File: config.mk
export PLATFORM = sky130hd
export DESIGN_NAME = alu_dispatch_ctrl
export DESIGN_NICKNAME = d
export VERILOG_FILES = /design/src/rtl/alu_dispatch_ctrl.sv
export SDC_FILE = /design/constraint.sdc
export NUM_CORES = 1
export LEC_CHECK = 0
export BUFFER_PORTS_ARGS = -buffer_cell sky130_fd_sc_hd__buf_4
export CORE_ASPECT_RATIO = 1.2
export CORE_MARGIN = 5
export CORE_UTILIZATION = 45
export DETAILED_ROUTE_END_ITERATION = 10
export GPL_TIMING_DRIVEN = 0
export PLACE_DENSITY_LB_ADDON = 0.12
export SKIP_LAST_GASP = 1
export SYNTH_ARGS = -nofsm -noshare
export SYNTH_HDL_FRONTEND = slang
export SYNTH_SLANG_ARGS = --single-unit
File: constraint.sdc
create_clock -name clk -period 7.2 [get_ports clk]
set_input_delay 0 -clock clk [delete_from_list [all_inputs] [get_ports clk]]
set_output_delay 0 -clock clk [all_outputs]
set_load 0.02 [all_outputs]
File: src/rtl/alu_dispatch_ctrl.sv
// alu_dispatch_ctrl: in-order FIFO scheduler feeding the two-slot ALU
// reservation station. Instructions from the decoder are buffered here and
// issued one per cycle to whichever slot is free. When both slots are free,
// the slot not used last is chosen. A per-slot reservation bit covers the
// cycle between loading a slot and that slot reporting busy.
module alu_dispatch_ctrl #(
  parameter int ADDR_W  = 32,
  parameter int OP_W    = 6,
  parameter int TAG_W   = 4,
  parameter int WORD_W  = 32,
  parameter int RADDR_W = 5,
  parameter int DEPTH   = 4
) (
  input  logic               clk,
  input  logic               rst,
  input  logic               rdy,
  input  logic               flush,
  input  logic               in_valid,
  output logic               in_ready,
  input  logic [ADDR_W-1:0]  in_pc,
  input  logic [OP_W-1:0]    in_op,
  input  logic [TAG_W-1:0]   in_tagx,
  input  logic [TAG_W-1:0]   in_tagy,
  input  logic [TAG_W-1:0]   in_tagw,
  input  logic [WORD_W-1:0]  in_datax,
  input  logic [WORD_W-1:0]  in_datay,
  input  logic [RADDR_W-1:0] in_addrw,
  input  logic [1:0]         slot_busy,
  output logic               en0,
  output logic               en1,
  output logic [ADDR_W-1:0]  out_pc,
  output logic [OP_W-1:0]    out_op,
  output logic [TAG_W-1:0]   out_tagx,
  output logic [TAG_W-1:0]   out_tagy,
  output logic [TAG_W-1:0]   out_tagw,
  output logic [WORD_W-1:0]  out_datax,
  output logic [WORD_W-1:0]  out_datay,
  output logic [RADDR_W-1:0] out_addrw,
  output logic [31:0]        disp_cnt,
  output logic [31:0]        stall_cnt
);

  localparam int PTR_W = $clog2(DEPTH);
  localparam int CNT_W = PTR_W + 1;
  localparam int ENT_W = ADDR_W + OP_W + 3*TAG_W + 2*WORD_W + RADDR_W;

  logic [ENT_W-1:0] mem [DEPTH];
  logic [PTR_W-1:0] wr_ptr;
  logic [PTR_W-1:0] rd_ptr;
  logic [CNT_W-1:0] count;

  logic [ENT_W-1:0] in_ent;
  logic [ENT_W-1:0] head_ent;
  logic [ENT_W-1:0] out_ent;

  logic [1:0] resv;
  logic [1:0] resv_nxt;
  logic [1:0] free;
  logic       last;
  logic       push;
  logic       pop;
  logic       stall;
  logic       sel;
  logic       active;

  assign in_ent   = {in_pc, in_op, in_tagx, in_tagy, in_tagw, in_datax, in_datay, in_addrw};
  assign head_ent = mem[rd_ptr];
  assign {out_pc, out_op, out_tagx, out_tagy, out_tagw, out_datax, out_datay, out_addrw} = out_ent;

  // Handshake, slot availability and the issue/stall decision for this edge
  always_comb begin
    in_ready = rst & rdy & ~flush & (count < CNT_W'(DEPTH));
    push     = in_valid & in_ready;
    free     = ~slot_busy & ~resv;
    active   = rdy & ~flush & (count != '0);
    pop      = active & (|free);
    stall    = active & (free == 2'b00);
    sel      = (free == 2'b11) ? ~last : free[1];
    resv_nxt = {pop & sel, pop & ~sel} | (resv & ~slot_busy);
  end

  // Entry storage; only written on an accepted push, so it needs no reset
  always_ff @(posedge clk) begin
    if (push) begin
      mem[wr_ptr] <= in_ent;
    end
  end

  // FIFO pointers and occupancy; flush and reset both empty the queue
  always_ff @(posedge clk) begin
    if (!rst || flush) begin
      wr_ptr <= '0;
      rd_ptr <= '0;
      count  <= '0;
    end else begin
      if (push) wr_ptr <= wr_ptr + PTR_W'(1);
      if (pop)  rd_ptr <= rd_ptr + PTR_W'(1);
      case ({push, pop})
        2'b10:   count <= count + CNT_W'(1);
        2'b01:   count <= count - CNT_W'(1);
        default: count <= count;
      endcase
    end
  end

  // Registered load strobes and operand bundle; the bundle holds between issues
  always_ff @(posedge clk) begin
    if (!rst) begin
      en0     <= 1'b0;
      en1     <= 1'b0;
      out_ent <= '0;
    end else begin
      en0 <= pop & ~sel;
      en1 <= pop & sel;
      if (pop) begin
        out_ent <= head_ent;
      end
    end
  end

  // Slot reservations, round-robin history and activity counters
  always_ff @(posedge clk) begin
    if (!rst) begin
      resv      <= 2'b00;
      last      <= 1'b1;
      disp_cnt  <= '0;
      stall_cnt <= '0;
    end else begin
      resv <= resv_nxt;
      if (pop) begin
        last     <= sel;
        disp_cnt <= disp_cnt + 32'd1;
      end
      if (stall) begin
        stall_cnt <= stall_cnt + 32'd1;
      end
    end
  end

endmodule

==> flow_summary.toml <==
[placement]
dp_slack_ps = 2957
io_buffers = 310
routabilityCongestion = 0.8050
post_dp_cell_area_sq_mm = 0.02817
dp.cells = 2612
place_hpwl_mm = 38.41

[drt]
finalWirelength_mm = 58.95
drt_iter0_drc = 841
viasPerCell = 5.229
drt-wirelength-per-cell_um = 20.55
vias = 15000
drt_pass1_iterations = 5
drc = 0
drt.antenna.violating_nets = 0

[synthesis]
ys_seq_area_share_pct = 73.66
ys_types = 42
synth-seq-cells = 671
syn_nets = 1708
synth.avg_cell_area_sq_um = 15.70
syn_area_sq_mm = 0.02471
netlist_instances = 1574
yosysWarningCount = 0

[clock_network]
clkTransAtPathRegs_ps = 60
clkLatencyLatePin_ps = 600
cts_tree = "yes"
clk_path_buf_depth = 3
htreeDepth = 3
clockRootBuffer = "clkbuf_16"
postCtsSetupRepairBufs = 0
cts_made_buffers = 68
clock_sinks = 671

[global_routing]
grt_pass1_vias = 15580
antenna_found_initial = 3
track_usage_pct = 19.59
grt_pass1_wl_mm = 89.66
grt_max_degree = 50
grt_overflow_total = 0

[die]
dieArea_sq_mm = 0.05971
die_y_um = 266.7
core_area_sq_mm = 0.05457
num_io_pins = 312
rows = 94
die_x_um = 223.9
start_util_pct = 45.27

[sta]
hold_viol = 0
max_slew.worst_pin.slew_ps = 1384
setup_viol = 0
slew_headroom_pct = 7.744
fmax_ghz = 0.2371
tns_ps = 0
slew_violations = 0
fin_crit_sh_pct = 58.57
skew_ps = 16.82
hold_ws_ps = 147.6
final.setup.worst_slack_ps = 2983
fin_crit_ps = 4217
rsz0062_at_grt = "no"

[setup_path]
arrival_ps = 4730
crit_slowest_cell = "clkbuf_1"
worstSetupEndpointType = "flip-flop"
worst-path-buf-inv = 7
worstPathMaxFanout = 10
cp_data_required_time_ps = 7720
path_delay_family = "buffers and inverters"
cp-start-kind = "input port"
path_cells = "dlygate4sd3_1, buf_4, nand2b_1, dlygate4sd3_1, nor2_1, nand2_1, inv_1, clkbuf_1, clkbuf_1, ha_1, inv_1, fa_1, xor2_1, or3_1, a21oi_1"
crit_type = "in2reg"
critPathMaxStageDelay_ps = 790

[power_and_ir_drop]
power_leakage_nw = 10.59
ir_worst_vdd_mv = 0.2025
power_mw = 7.845
power_density_mw_per_mm2 = 247.6

[layout]
post-route-cell-area_sq_mm = 0.03168
layout-drive-gt1-share_pct = 25.63
syn2layout_area_growth_pct = 28.22
nets = 2225
final_core_util_pct = 58.05
instances_no_fill = 2869

[status]
status = "completed"

[min_path]
hp-class = "in2reg"

[run]
max_cap_viol_count = 0
-- cell type report --
class | instances | area (sq um)
Fill cell | 4355 | 22890
Timing Repair Buffer | 447 | 3831
Clock buffer | 94 | 1903
Antenna cell | 3 | 7.507
Buffer | 84 | 316.6
Multi-Input combinational cell | 805 | 6160
Tap cell | 720 | 900.9
Clock inverter | 31 | 309.0
Inverter | 14 | 52.55
Sequential cell | 671 | 18200
-- cell usage after synthesis, drive strengths merged --
cell type    n  area [sq um]
nand3b       1         7.510
o22ai        1         6.260
clkbuf      72         270.3
nor2b        2         12.51
xnor2       18         157.7
or3         21         133.9
fa           1         20.02
nand4b       1         8.760
a221o        1         10.01
xor2        25         219.0
a21oi      146         730.7
and2         9         56.30
ha           7         87.58
nand2b       3         18.77
nor2        50         187.7
edfxtp     476         14290
or2          2         12.51
mux2i        1         10.01
o21ai       19         95.09
mux4       119          2680
nor3        10         50.05
o21bai       3         22.52
buf         12         46.29
and3         8         51.30
dfxtp      195          3904
nor4b        2         23.77
nor4        13         81.33
or4b         1         13.76
o22a         1         8.760
and4         5         43.79
o31ai        3         22.52
nand3       23         115.1
or4          4         30.03
inv         14         52.55
nand4       27         175.2
nor3b        1         7.510
nand2      277          1040
-- cells by family after synthesis --
family / synth area share, %
muxes: 10.89
DFF: 73.66
xor gates and xnor gates: 1.524
AOI/OAI and AO/OA: 3.626
and+or+nand+nor: 8.376
buffers and inverters: 1.494
adders and majority gates: 0.4355
-- final timing paths --
| check | from | to | slack [ps] | depth (start not counted) |
|---|---|---|---|---|
| hold reg to reg | out_ent[114] | out_ent[114] | 460 | 2 |
| setup reg to reg | resv[1] | count[2] | 3000 | 11 |
| setup / recovery | flush | count[2] | 2980 | 15 |
| hold / removal | in_datax[20] | mem[0][57] | 150 | 2 |
-- layer usage --
layer  GRT usage, %  routed length, um
met1          24.22              23720
met2          34.87              30730
met3          3.674               3110
met4          6.459               1390
met5              0                  0
-- power breakdown --
group / leakage (nW) / switching [mW] / internal (mW)
combinational: 3.64 / 0.101 / 0.111
sequential: 5.86 / 0.00413 / 4.14
clock: 1.09 / 1.44 / 2.04
-- flip-flops by register name (all words and copies together), names as in the netlist --
signal	flops
count	3
resv	2
en1	1
last	1
out_ent	119
en0	1
wr_ptr	2
disp_cnt	32
mem	476
rd_ptr	2
stall_cnt	32
-- placed cells by master (no fill, tap or decap), types with 25 or more instances in the layout --
cell	n
edfxtp_1	476
buf_4	310
nand2_1	277
dfxtp_1	195
a21oi_1	146
dlygate4sd3_1	129
mux4_2	119
clkbuf_1	91
clkbuf_16	71
nor2_1	50
nand4_1	26
xor2_1	25
-- what timing repair did --
action	4_1_cts	5_1_grt
endpoints found under the hold margin	492	0
hold buffers	129	0
resized for setup	0	0
Power figures use the tool's default switching activity.
